**config.mk**
```make
export PLATFORM = sky130hd
export DESIGN_NAME = padovan_datapath
export DESIGN_NICKNAME = d
export VERILOG_FILES = /design/src/rtl/padovan_pkg.sv /design/src/rtl/padovan_datapath_alu.sv /design/src/rtl/padovan_datapath.sv
export SDC_FILE = /design/constraint.sdc
export NUM_CORES = 1
export LEC_CHECK = 0
export ABC_CLOCK_PERIOD_IN_PS = 7400
export BUFFER_PORTS_ARGS = -buffer_cell sky130_fd_sc_hd__buf_2
export CAP_MARGIN = 20
export CORE_MARGIN = 2
export CORE_UTILIZATION = 29
export DETAILED_ROUTE_END_ITERATION = 16
export HOLD_SLACK_MARGIN = 0.12
export PLACE_DENSITY = 0.54
export SLEW_MARGIN = 15
export SYNTH_ARGS = -nofsm -noshare
export SYNTH_HDL_FRONTEND = slang
export SYNTH_SLANG_ARGS = --single-unit
```
**constraint.sdc**
```tcl
create_clock -name clk -period 7.4 [get_ports clk]
set_input_delay 0.37 -clock clk [delete_from_list [all_inputs] [get_ports clk]]
set_output_delay 0.37 -clock clk [all_outputs]
set_load 0.01 [all_outputs]
```
**src/rtl/padovan_pkg.sv**
```systemverilog
// Shared definitions for the Padovan datapath.
// Contents:
//   reg_sel_e : read/write decode codes for the register bank
//   alu_op_e  : ALU opcodes
package padovan_pkg;

    // Register decode. Reads use every code.
    // For writes, codes above REG_R4 mean "no write".
    typedef enum logic [2:0] {
        REG_R0   = 3'b000,
        REG_R1   = 3'b001,
        REG_R2   = 3'b010,
        REG_R3   = 3'b011,
        REG_R4   = 3'b100,
        REG_RP1  = 3'b101,
        REG_RP0  = 3'b110,
        REG_NONE = 3'b111
    } reg_sel_e;

    // ALU opcodes (Y computed from bus A and bus B).
    typedef enum logic [2:0] {
        ALU_PASS = 3'b000,
        ALU_SUB  = 3'b001,
        ALU_ADD  = 3'b010,
        ALU_AND  = 3'b011,
        ALU_OR   = 3'b100,
        ALU_XOR  = 3'b101,
        ALU_INC  = 3'b110,
        ALU_DEC  = 3'b111
    } alu_op_e;

    // Number of working registers R0..R4.
    localparam int NUM_WORK_REGS = 5;

endpackage

```
**src/rtl/padovan_datapath_alu.sv**
```systemverilog
// Combinational ALU for the Padovan datapath.
// Ports:
//   a_i, b_i     : operands (bus A, bus B)
//   op_i         : opcode (alu_op_e)
//   y_o          : result, modulo 2^DATA_WIDTH
//   overflow_o   : two's-complement overflow (arithmetic ops only)
//   carry_o      : carry out for add/inc, borrow for sub/dec
//   negative_o   : MSB of y_o
//   zero_o       : y_o == 0
module padovan_alu
    import padovan_pkg::*;
#(
    parameter int DATA_WIDTH   = 8,
    parameter int SELECTIONALU = 3
) (
    input  logic [DATA_WIDTH-1:0]   a_i,
    input  logic [DATA_WIDTH-1:0]   b_i,
    input  logic [SELECTIONALU-1:0] op_i,
    output logic [DATA_WIDTH-1:0]   y_o,
    output logic                    overflow_o,
    output logic                    carry_o,
    output logic                    negative_o,
    output logic                    zero_o
);

    localparam int MSB = DATA_WIDTH - 1;

    logic [DATA_WIDTH-1:0] b_arith;
    logic [DATA_WIDTH:0]   ext_add;
    logic [DATA_WIDTH:0]   ext_sub;

    // INC/DEC reuse the add/sub paths with a constant 1 as the second operand,
    // so the carry/borrow and overflow rules are shared.
    always_comb begin
        b_arith = ((op_i == ALU_INC) || (op_i == ALU_DEC)) ? DATA_WIDTH'(1) : b_i;
        // The extra top bit is the carry for add and the borrow for sub.
        ext_add = {1'b0, a_i} + {1'b0, b_arith};
        ext_sub = {1'b0, a_i} - {1'b0, b_arith};
    end

    always_comb begin
        y_o        = '0;
        carry_o    = 1'b0;
        overflow_o = 1'b0;
        case (op_i)
            ALU_PASS: y_o = a_i;
            ALU_ADD, ALU_INC: begin
                y_o        = ext_add[DATA_WIDTH-1:0];
                carry_o    = ext_add[DATA_WIDTH];
                // Same-sign operands giving a different-sign result.
                overflow_o = (a_i[MSB] == b_arith[MSB]) && (y_o[MSB] != a_i[MSB]);
            end
            ALU_SUB, ALU_DEC: begin
                y_o        = ext_sub[DATA_WIDTH-1:0];
                carry_o    = ext_sub[DATA_WIDTH];
                // Opposite-sign operands with the result sign differing from A.
                overflow_o = (a_i[MSB] != b_arith[MSB]) && (y_o[MSB] != a_i[MSB]);
            end
            ALU_AND: y_o = a_i & b_i;
            ALU_OR:  y_o = a_i | b_i;
            ALU_XOR: y_o = a_i ^ b_i;
            default: y_o = a_i;
        endcase
    end

    assign negative_o = y_o[MSB];
    assign zero_o     = (y_o == '0);

endmodule

```
**src/rtl/padovan_datapath.sv**
```systemverilog
// Register bank + ALU datapath executing one micro-op per clock.
// Ports:
//   clk, rst               : clock, synchronous active-high reset
//   sSelDecoA/B            : read-port selects (R0..R4, RP1, RP0, constant 0)
//   sSelDecoC              : write select (R0..R4; other codes = no write)
//   sSelAlu                : ALU opcode
//   prog_we/sel/data       : program register load (sel 0 = RP0, 1 = RP1)
//   sOverflow/sCarry/
//   sNegative/sZero        : combinational flags of the current ALU op
//   out_data, out_valid    : registered copy of every value written to R3,
//                            with a one-cycle valid pulse
module padovan_datapath
    import padovan_pkg::*;
#(
    parameter int DATA_WIDTH    = 8,
    parameter int SELECTIONALU  = 3,
    parameter int SELECTIONDECO = 3,
    parameter int RP0_RESET     = 1,
    parameter int RP1_RESET     = 10
) (
    input  logic                     clk,
    input  logic                     rst,
    input  logic [SELECTIONDECO-1:0] sSelDecoA,
    input  logic [SELECTIONDECO-1:0] sSelDecoB,
    input  logic [SELECTIONDECO-1:0] sSelDecoC,
    input  logic [SELECTIONALU-1:0]  sSelAlu,
    input  logic                     prog_we,
    input  logic                     prog_sel,
    input  logic [DATA_WIDTH-1:0]    prog_data,
    output logic                     sOverflow,
    output logic                     sCarry,
    output logic                     sNegative,
    output logic                     sZero,
    output logic [DATA_WIDTH-1:0]    out_data,
    output logic                     out_valid
);

    logic [DATA_WIDTH-1:0] r_q [NUM_WORK_REGS];
    logic [DATA_WIDTH-1:0] r_d [NUM_WORK_REGS];
    logic [DATA_WIDTH-1:0] rp0_q, rp0_d;
    logic [DATA_WIDTH-1:0] rp1_q, rp1_d;
    logic [DATA_WIDTH-1:0] out_data_q, out_data_d;
    logic                  out_valid_q, out_valid_d;

    logic [DATA_WIDTH-1:0] bus_a;
    logic [DATA_WIDTH-1:0] bus_b;
    logic [DATA_WIDTH-1:0] alu_y;

    // Read muxes: both ports decode identically. Reads always see the
    // registered values, so a same-cycle write is not bypassed.
    always_comb begin
        bus_a = '0;
        case (sSelDecoA)
            REG_R0:   bus_a = r_q[0];
            REG_R1:   bus_a = r_q[1];
            REG_R2:   bus_a = r_q[2];
            REG_R3:   bus_a = r_q[3];
            REG_R4:   bus_a = r_q[4];
            REG_RP1:  bus_a = rp1_q;
            REG_RP0:  bus_a = rp0_q;
            default:  bus_a = '0;
        endcase
    end

    always_comb begin
        bus_b = '0;
        case (sSelDecoB)
            REG_R0:   bus_b = r_q[0];
            REG_R1:   bus_b = r_q[1];
            REG_R2:   bus_b = r_q[2];
            REG_R3:   bus_b = r_q[3];
            REG_R4:   bus_b = r_q[4];
            REG_RP1:  bus_b = rp1_q;
            REG_RP0:  bus_b = rp0_q;
            default:  bus_b = '0;
        endcase
    end

    padovan_alu #(
        .DATA_WIDTH   (DATA_WIDTH),
        .SELECTIONALU (SELECTIONALU)
    ) u_alu (
        .a_i        (bus_a),
        .b_i        (bus_b),
        .op_i       (sSelAlu),
        .y_o        (alu_y),
        .overflow_o (sOverflow),
        .carry_o    (sCarry),
        .negative_o (sNegative),
        .zero_o     (sZero)
    );

    // Write decoder: codes beyond R4 leave the bank untouched.
    always_comb begin
        for (int i = 0; i < NUM_WORK_REGS; i++) begin
            r_d[i] = r_q[i];
            if (sSelDecoC == SELECTIONDECO'(i)) begin
                r_d[i] = alu_y;
            end
        end
    end

    // Program registers live in separate storage, so a load can coincide
    // with any C write.
    always_comb begin
        rp0_d = rp0_q;
        rp1_d = rp1_q;
        if (prog_we) begin
            if (prog_sel) rp1_d = prog_data;
            else          rp0_d = prog_data;
        end
    end

    // Every R3 write is a new series term and is streamed out.
    always_comb begin
        out_valid_d = (sSelDecoC == REG_R3);
        out_data_d  = out_valid_d ? alu_y : out_data_q;
    end

    always_ff @(posedge clk) begin
        if (rst) begin
            for (int i = 0; i < NUM_WORK_REGS; i++) begin
                r_q[i] <= '0;
            end
            rp0_q       <= DATA_WIDTH'(RP0_RESET);
            rp1_q       <= DATA_WIDTH'(RP1_RESET);
            out_data_q  <= '0;
            out_valid_q <= 1'b0;
        end else begin
            for (int i = 0; i < NUM_WORK_REGS; i++) begin
                r_q[i] <= r_d[i];
            end
            rp0_q       <= rp0_d;
            rp1_q       <= rp1_d;
            out_data_q  <= out_data_d;
            out_valid_q <= out_valid_d;
        end
    end

    assign out_data  = out_data_q;
    assign out_valid = out_valid_q;

endmodule

```
== Word level (Yosys, flattened, before mapping) ==
Memories as Yosys holds them, arrays and structs flattened.
Index checks and enable logic that the tools add are counted.
W data, S select, Z words.
Word-level totals
  flip-flop bits (word level): 25
  RAM bits: 40
  bits of input ports: 24
  output and inout port bits: 13
  word-level logic and storage cells: 74
  memories kept: 1
Memory list
  r_q: depth 5, bits a word 8, rd ports 5, clocked after Yosys merged registers in 0, wr ports 5, RTL line padovan_datapath.sv:38  | logic [DATA_WIDTH-1:0] r_q [NUM_WORK_REGS];
Operators by class
  add/sub/neg operators: 2
  eq/ne operators: 27
  muxes and demuxes: 19
  bitwise gates (word level): 9
  reductions and logical operators: 12
Operators with widths (number)
  $pmux W8 S7: 2
  $mux W8: 11
  $pmux W8 S6: 1
  $eq A3 B3 Y1 const B: 11
  $eq A3 B2 Y1 const B: 8
  $eq A3 B1 Y1 const B: 4
  $logic_not A3 Y1: 4
  $add A8 B8 Y9: 1
  $sub A8 B8 Y9: 1
  $and A8 B8 Y8: 1
  $logic_not A8 Y1: 1
  $or A8 B8 Y8: 1
  $xor A8 B8 Y8: 1
  $or A1 B1 Y1: 5
  $pmux W1 S2: 2
  $reduce_and A2 Y1: 2
  $reduce_or A2 Y1: 2
  $mux W1: 3
  $ne A1 B1 Y1: 3
  $logic_and A1 B1 Y1: 2
  $eq A1 B1 Y1: 1
  $logic_or A1 B1 Y1: 1
  $not A1 Y1: 1

== Depth between registers and ports, before layout ==
Gate-level depths: netlist of the first run.
  depth after elaboration: 7
  gate-level depth with buffers: 17
  gate-level depth less buffers: 16

== Modules after synthesis ==
A second synthesis of the first run with hierarchy kept.
Second synthesis, totals
  cell total of the unflattened synthesis: 548
  area total of the unflattened synthesis: 4688.2 µm²
Modules (own cells, without submodules)
  padovan_datapath: instances 1, cells each 332, area each 3144.3 µm², sequential area each 1141.1 µm²
  padovan_alu: instances 1, cells each 216, area each 1544.0 µm², sequential area each 0.0 µm²

== Worst setup path after synthesis of the first run ==
Ideal clock, no wire load.
  kind: input to output
  start point: in sSelDecoB[0]
  end point: out sZero
  data arrival time: 3.910 ns
  required time: 7.030 ns
  path slack: 3.120 ns
  stages: 14
  buffers on the path: 2
  cells stage by stage: buf_2 -> clkbuf_1 -> mux4_2 -> mux2i_1 -> nand2_1 -> ha_1 -> fa_1 -> nor2b_2 -> o31a_1 -> a221oi_4 -> mux2i_1 -> a32oi_2 -> nor4_1 -> and3_1
On the way
  cells in the longest elaborated chain, start to end: 6
  elaborated cells between the ends (all ways): 16
  classes of those cells: add/sub (2); eq/ne (6); mux (3); bitwise (3); reduce/logical (2)
Ends and longest elaborated chain
  from (decl): RTL line padovan_datapath.sv:24  | input logic [SELECTIONDECO-1:0] sSelDecoB,
  $eq A3 B3 Y1 (tied with other cells): RTL line padovan_datapath.sv:67  | case (sSelDecoB)
  $pmux W8 S7 *: RTL line padovan_datapath.sv:67
  $mux W8: RTL line padovan_datapath_alu.sv:35  | b_arith = ((op_i == ALU_INC) || (op_i == ALU_DEC)) ? DATA_WIDTH'(1) : b_i;
  $sub A8 B8 Y9 or $add A8 B8 Y9 (tied branches): RTL line padovan_datapath_alu.sv:38, padovan_datapath_alu.sv:37
  $pmux W8 S6 *: RTL line padovan_datapath_alu.sv:45  | case (op_i)
  $logic_not A8 Y1 *: RTL line padovan_datapath_alu.sv:67  | assign zero_o = (y_o == '0);
  to (decl): RTL line padovan_datapath.sv:33  | output logic sZero,
Every way passes the cells marked *; elsewhere a longest branch is shown, timed or not.

== Final worst setup path of the first run ==
Same ends and word-level chain as after synthesis.

==> results by group, run 1 <==
Synthesis
  • Share of the synthesized area in the top cell type: 24.4%
  • Top cells by area, synth: dfxtp_1 24%, nand2_1 9.5%, ha_1 8.8%
  • Main flop type after synthesis: dfxtp_1
  • Number of standard cells after synthesis: 588
  • Synthesized net count: 647
  • Distinct cells, synth: 65
  • Flops & latches, synth: 57
  • Netlist Area Pre-Place: 4680 um2
  • Synth warnings: 0
  • Largest area contributor in the netlist: dfxtp_1
  • Average cell area after synthesis: 7.96 um2
  • Fraction of registers with async set or reset after synthesis: 0%
  • Post-synth EDFFs: 0
  • Share of the yosys chip area belonging to registers: 24.4%

Timing
  • Worst-Margin Slew: 1.07 ns
  • Final setup viols: 0
  • Final number of hold-violating endpoints: 0
  • Final number of max-transition violations: 0
  • Tightest hold margin: 0.281 ns
  • Final worst-path cycle share: 62.8%
  • Setup clock skew after layout: 0.00744 ns
  • RSZ-0062 raised after global routing: false
  • Final Critical Period: 4.65 ns
  • Maximum frequency from static timing analysis: 0.215 GHz
  • Final-layout setup total negative slack: 0 ns
  • Slew margin rel.: 28.7%

Power and ir drop
  • Power density relative to cell area: 186 nW/um2
  • Clock network fraction of total power: 42.7%
  • Fraction of power spent switching nets: 29.9%
  • Power Internal: 0.000676 W
  • NetSw: 0.000288 W
  • Part of the power in combinational logic: 22.6%
  • Worst IR drop on VDD: 0.122 mV
  • Fraction of power consumed by sequential logic: 34.7%
  • Total chip power: 0.000964 W
  • Leakage power total: 2.18 nW

Drt
  • DRC Markers: 0
  • Number of detailed-route iterations in the first pass: 5
  • Number of vias in the routed layout: 4247
  • Post-detailed-route via-to-cell ratio: 5.24
  • Number of design-rule violations left by the first detailed-router iteration: 300
  • Routed wire length: 13800 um
  • Final antenna-violating net count: 0
  • Wire per inst: 17.1 um

Critical path
  • Worst-case reg-to-reg path depth: 12
  • Start-to-end type of the worst setup path: in2out
  • Crit-path cells: buf_2 > mux4_2 > mux2i_1 > nand2_1 > ha_1 > fa_1 > nor2b_2 > o31a_1 > a221oi_4 > mux2i_1 > a32oi_2 > nor4_1 > and3_1 > buf_2
  • Cell type group with the largest total delay on the critical path: multiplexers
  • Biggest fanout along the worst timing path: 19
  • Standard cell with the maximum stage delay on the critical path: mux4_2
  • Data arrival at the endpoint of the critical path: 4.28 ns
  • Req. time, crit path: 7.03 ns
  • Slowest cell delay on critical path: 0.55 ns
  • Buffers and inverters on the worst path: 2
  • Startpoint Class: input pin
  • Type of element capturing the critical path: primary output
  • Worst reg2reg path startpoint: out_data[0]$_SDFFE_PP0P_
  • Setup slack, reg-to-reg: 3.80 ns
  • Reg-to-reg critical path endpoint: r_q[0][38]$_SDFFE_PP0N_

Die
  • Die footprint: 17200 um2
  • Row count: 46
  • Top-level port count: 37
  • Initial cell density of the core: 29.6%
  • Die extent in y: 131 um
  • Core box area: 15800 um2
  • Width of the die: 131 um

Place
  • Dpl cell area: 4890 um2
  • Placed wire-length estimate: 10400 um
  • Number of buffer cells added on primary ports: 36
  • Weighted congestion reported at the end of routability-driven placement: 0.932

Clocking
  • Number of H-tree branching levels: 3
  • # clock sinks: 57
  • Quantity of hold-fixing buffers added after cts: 0
  • CTS Root Cell: clkbuf_16
  • Skew-Pair Late Insertion Delay: 0.33 ns
  • CTS tree: done
  • Number of buffers on the longest clock path: 2
  • Clock edge transition at the registers on the reported setup and hold paths: 0.05 ns
  • Buffers inserted by post-CTS timing repair: 0
  • Num CTS Buffers: 9
  • Number of gates resized after cts: 0

Worst hold path
  • Path class of the lowest-slack min-delay path: in2reg
  • Worst Hold Endpoint: rp0_q[0]$_SDFFE_PP1P_
  • Start point of the worst hold path: prog_data[0]
  • Hold Crit Depth: 3

Cells and area
  • Most frequent standard cell in the layout excluding fill and tap cells: nand2_1
  • P&R area growth vs syn: 10.9%
  • Final net count: 650
  • Filler Cell Count: 1681
  • Total non-filler cell area in the finished layout: 5190 um2
  • Share of final-layout standard cells stronger than drive strength 1: 15.5%
  • Most used cells in the layout excluding fill and tap cells: 119 x nand2_1, 61 x a21oi_1, 57 x dfxtp_1
  • Final antenna diode count: 0

Run
  • Count of maximum capacitance violations: 0

Status
  • Status: finished, final reports clean

GRT
  • Antenna violations before repair: 1
  • Maximum number of pins on one net before global-route repair: 64
  • All-layer global routing usage: 16.5%
  • Via count of the first global-routing pass: 3929
  • Global-route wire length before repair: 21900 um
  • GRT Residual Overflow: 0
-- worst reg2reg max path, stage by stage (launching register included) --
cell and delay (ns):
dfxtp_1 0.36, mux4_2 0.48, mux2i_1 0.29, nand2_1 0.16, ha_1 0.27, fa_1 0.45, nor2b_2 0.17, o31a_1 0.30
a221oi_4 0.27, mux2i_1 0.13, a32oi_2 0.31, nand2b_2 0.18, o21ai_2 0.15
-- per-layer routing --
metal / track usage [%] / part of all wire, % / vias up
li1: - / - / 2064
met3: 2.48 / 5.6 / 19
met4: 4.57 / 1.6 / 2
met1: 23.8 / 48 / 2023
met2: 25.5 / 45 / 139
met5: 0 / 0.094 / -
-- cells in the mapped netlist (8+ instances only) --
cell and instances:
nand2_1 119, o21ai_0 16, mux2i_1 28, inv_1 31, dfxtp_1 57, mux2_2 8, ha_1 33, a21oi_1 61
buf_4 12, nand3b_1 17, nor2_1 35, clkbuf_1 18, a22oi_1 10, mux4_2 8, nor2b_1 11
-- worst max-delay path by stage --
stage / startpoint / end / slack [ns] / depth (start not counted)
global route: sSelDecoA[1] / sZero / 2.44 / 16
global placement: sSelDecoB[0] / sZero / 2.88 / 14
CTS: sSelDecoB[0] / sZero / 2.77 / 14
detailed placement: sSelDecoB[0] / sZero / 2.80 / 14
floorplan: sSelDecoB[0] / sZero / 3.12 / 14
finish: sSelDecoB[0] / sZero / 2.75 / 14
-- layout make-up --
type | instances | area (um2) | share of cell area [%]
multi-input cells | 454 | 3180 | 61.2
flip-flops and latches | 57 | 1140 | 22.0
well taps | 216 | 270 | 5.21
clock buffers | 12 | 256 | 4.94
repair buffers | 36 | 180 | 3.47
inverters | 33 | 124 | 2.39
clock inverters | 3 | 40.0 | 0.772
-- registers in the layout, summed over array words and instances, names as in the netlist --
signal     flops
out_valid      1
rp0_q          8
out_data       8
rp1_q          8
r_q           32
-- cell families after synthesis --
| kind of cell | synth area share (%) |
|---|---|
| buf+inv | 7.70 |
| simple gates | 21.6 |
| mux | 13.9 |
| compound gates | 21.4 |
| xor+xnor | 1.28 |
| flops | 24.4 |
| fa+ha+maj | 9.68 |
-- per-stage QoR --
step / instances / setup slack (ns) / utilization [%]
floorplan: 588 / 3.12 / -
global placement: 796 / 2.88 / 30.9
detailed placement: 796 / 2.80 / 30.9
CTS: 811 / 2.77 / 32.8
global route: 811 / 2.44 / 32.8
finish: 811 / 2.75 / 32.8
-- power groups by stage --
stage | sequential [W] | combinational (W) | clock [W]
after floorplan | 0.000334 | 0.000165 | 0
after global placement | 0.000341 | 0.000211 | 0
after detailed placement | 0.000341 | 0.000216 | 0
after CTS | 0.000335 | 0.000217 | 0.000420
after global routing | 0.000336 | 0.000241 | 0.000436
final | 0.000335 | 0.000218 | 0.000411
No activity file was read; power rests on OpenSTA's default activity.
==> run 2: changes to the inputs <==
Settings changed: ABC_CLOCK_PERIOD_IN_PS 7400 to 4070, PLACE_DENSITY 0.54 to 0.56.
Clock period 7.4 ns to 4.07 ns, I/O delays scaled along.
==> results by group, run 2 (synthesis results as in run 1) <==
Critical path
  • Cell type group with the largest total delay on the critical path: multiplexers (unchanged)
  • Buffers and inverters on the worst path: 1 (was 2)
  • Slowest cell delay on critical path: 0.50 ns (was 0.55 ns)
  • Startpoint Class: register (was input pin)
  • Biggest fanout along the worst timing path: 3 (was 19)
  • Start-to-end type of the worst setup path: reg2out (was in2out)
  • Req. time, crit path: 3.87 ns (was 7.03 ns)
  • Crit-path cells: mux4_2 > mux2i_4 > nand2_2 > ha_4 > fa_2 > nor2b_4 > o31a_1 > a221oi_4 > mux2i_1 > a32oi_2 > nor4_1 > and3_1 > buf_2 (was buf_2 > mux4_2 > mux2i_1 > nand2_1 > ha_1 > fa_1 > nor2b_2 > o31a_1 > a221oi_4 > mux2i_1 > a32oi_2 > nor4_1 > and3_1 > buf_2)
  • Data arrival at the endpoint of the critical path: 3.85 ns (was 4.28 ns)
  • Type of element capturing the critical path: primary output (unchanged)
  • Standard cell with the maximum stage delay on the critical path: mux4_2 (unchanged)

Cells and area
  • Final net count: 681 (was 650)
  • Number of non-filler instances in the completed layout: 843 (was 811)
  • Multi-input gate area: 3230 um2 (was 3180 um2)
  • P&R area growth vs syn: 18.1% (was 10.9%)
  • Most frequent standard cell in the layout excluding fill and tap cells: nand2_1 (unchanged)
  • Final antenna diode count: 0 (unchanged)
  • Most used cells in the layout excluding fill and tap cells: 117 x nand2_1, 61 x a21oi_1, 55 x dfxtp_1 (was 119 x nand2_1, 61 x a21oi_1, 57 x dfxtp_1)
  • Top reg by flops: r_q (unchanged)
  • Share of final-layout standard cells stronger than drive strength 1: 20.4% (was 15.5%)
  • Flip-flop count of the largest register after layout: 32 (unchanged)
  • Storage element area: 1140 um2 (about the same)
  • Filler Cell Count: 1636 (was 1681)

Status
  • Status: finished, final reports clean (unchanged)

Clocking
  • Number of buffers on the longest clock path: 2 (unchanged)
  • Clock edge transition at the registers on the reported setup and hold paths: 0.05 ns (about the same)
  • Skew-Pair Late Insertion Delay: 0.34 ns (was 0.33 ns)
  • Number of H-tree branching levels: 3 (unchanged)
  • CTS tree: done (unchanged)
  • Num CTS Buffers: 9 (unchanged)
  • CTS Root Cell: clkbuf_16 (unchanged)
  • # clock sinks: 57 (unchanged)

Power and ir drop
  • Power density relative to cell area: 335 nW/um2 (was 186 nW/um2)
  • Fraction of power consumed by sequential logic: 32.8% (was 34.7%)
  • Power Internal: 0.00129 W (was 0.000676 W)
  • Total chip power: 0.00185 W (was 0.000964 W)
  • Fraction of power spent switching nets: 30.2% (was 29.9%)
  • Leakage power total: 2.33 nW (was 2.18 nW)
  • NetSw: 0.000559 W (was 0.000288 W)
  • Worst IR drop on VDD: 0.194 mV (was 0.122 mV)
  • Part of the power in combinational logic: 23.5% (was 22.6%)
  • Clock network fraction of total power: 43.7% (was 42.7%)

Die
  • Core box area: 15800 um2 (unchanged)
  • Initial cell density of the core: 29.6% (unchanged)
  • Die footprint: 17200 um2 (unchanged)
  • Die extent in y: 131 um (unchanged)
  • Top-level port count: 37 (unchanged)
  • Row count: 46 (unchanged)
  • Width of the die: 131 um (unchanged)

Drt
  • Routed wire length: 13900 um (was 13800 um)
  • Number of vias in the routed layout: 4323 (was 4247)
  • Number of detailed-route iterations in the first pass: 6 (was 5)
  • DRC Markers: 0 (unchanged)
  • Wire per inst: 16.4 um (was 17.1 um)
  • Final antenna-violating net count: 0 (unchanged)
  • Number of design-rule violations left by the first detailed-router iteration: 310 (was 300)
  • Post-detailed-route via-to-cell ratio: 5.13 (was 5.24)

GRT
  • Maximum number of pins on one net before global-route repair: 64 (unchanged)
  • Antenna violations before repair: 1 (unchanged)
  • All-layer global routing usage: 16.8% (was 16.5%)
  • Global-route wire length before repair: 22000 um (was 21900 um)
  • Via count of the first global-routing pass: 4078 (was 3929)
  • GRT Residual Overflow: 0 (unchanged)

Place
  • Weighted congestion reported at the end of routability-driven placement: 0.861 (was 0.932)
  • Number of buffer cells added on primary ports: 36 (unchanged)
  • Placed cells: 816 (was 796)
  • Placed wire-length estimate: 10600 um (was 10400 um)
  • Pre-CTS setup slack: 0.0918 ns (was 2.80 ns)

Timing
  • Setup clock skew after layout: 0.00704 ns (was 0.00744 ns)
  • Maximum frequency from static timing analysis: 0.247 GHz
  • Final worst-path cycle share: 99.5%
  • Final number of hold-violating endpoints: 0 (unchanged)
  • Final-layout setup total negative slack: 0 ns (unchanged)
  • Final number of max-transition violations: 0 (unchanged)
  • Final setup viols: 0 (unchanged)
  • Worst-Margin Slew: 1.07 ns (about the same)
  • Final Critical Period: 4.05 ns
  • RSZ-0062 raised after global routing: true (was false)
  • Tightest hold margin: 0.272 ns (was 0.281 ns)
  • Post-route worst setup slack: 0.0205 ns (was 2.75 ns)
  • Slew margin rel.: 28.8% (was 28.7%)

Run
  • Count of maximum capacitance violations: 0 (unchanged)

Worst hold path
  • Path class of the lowest-slack min-delay path: in2reg (unchanged)
[run 2: cell types whose count changed in the layout (fill, tap and decap cells not counted), moves of 2 or more]
cell           before  now
buf_4               0   23
clkbuf_8            2    0
dlygate4sd3_1       0    8
dfxtp_1            57   55
nand2_1           119  117
clkinvlp_4          0    2
dfxtp_2             0    2
ha_2                0    2
ha_1               33   30
[run 2: layout make-up]
cell class | count | share of cell area (%)
clock buffers | 9 | 4.08
clock inverters | 7 | 1.70
inverters | 33 | 2.24
multi-input cells | 454 | 58.6
flip-flops and latches | 57 | 20.7
well taps | 216 | 4.89
repair buffers | 67 | 7.84
[run 2: what timing repair did]
item,CTS,global route
setup buffers,1,2
endpoints found under the hold margin,14,0
hold buffers,8,0
pin swaps,2,7
gates cloned,0,0
resized for setup,2,14
setup endpoints to repair,1,1
[run 2: final timing paths]
path                             from                     end  slack, ns  depth (start not counted)
min reg2reg     rp0_q[2]$_SDFFE_PP0P_   rp0_q[2]$_SDFFE_PP0P_       0.47                          2
min                          prog_sel   rp0_q[6]$_SDFFE_PP0P_       0.27                          4
max reg2reg   r_q[0][34]$_SDFFE_PP0N_  r_q[0][7]$_SDFFE_PP0N_       0.60                         16
max          out_data[0]$_SDFFE_PP0P_                   sZero       0.02                         13
[run 2: metrics by stage]
| step | util (%) | area, um2 |
|---|---|---|
| after floorplan | - | 4680 |
| after global placement | 31.9 | 5040 |
| after detailed placement | 31.9 | 5040 |
| after CTS | 34.5 | 5460 |
| after global routing | 34.9 | 5520 |
| final | 34.9 | 5520 |
[run 2: per-layer routing]
metal / vias up / global-route usage, % / routed length (um)
met5: - / 0 / 13
li1: 2124 / - / -
met4: 2 / 6.45 / 390
met2: 131 / 26.8 / 6490
met3: 24 / 3.38 / 759
met1: 2042 / 22.4 / 6200
[run 2: worst register-to-register path, cell delays in order, from the launching register on]
cell      delay (ns)
dfxtp_1         0.36
mux2_2          0.16
nand2_1         0.05
o21ai_0         0.11
inv_1           0.06
o21ai_0         0.26
buf_4           0.18
nand2_1         0.07
ha_2            0.45
nor3b_2         0.09
o311ai_1        0.40
o211ai_1        0.24
xor2_1          0.20
o221ai_1        0.21
nand2_1         0.11
buf_4           0.18
o31ai_1         0.25
[run 2: power by group through the flow]
stage	clock [W]	combinational, W	sequential, W
5_1_grt	0.000852	0.000481	0.000609
6_report	0.000810	0.000435	0.000607
4_1_cts	0.000830	0.000423	0.000607
2_1_floorplan	0	0.000301	0.000606
3_5_place_dp	0	0.000413	0.000619
3_3_place_gp	0	0.000404	0.000618
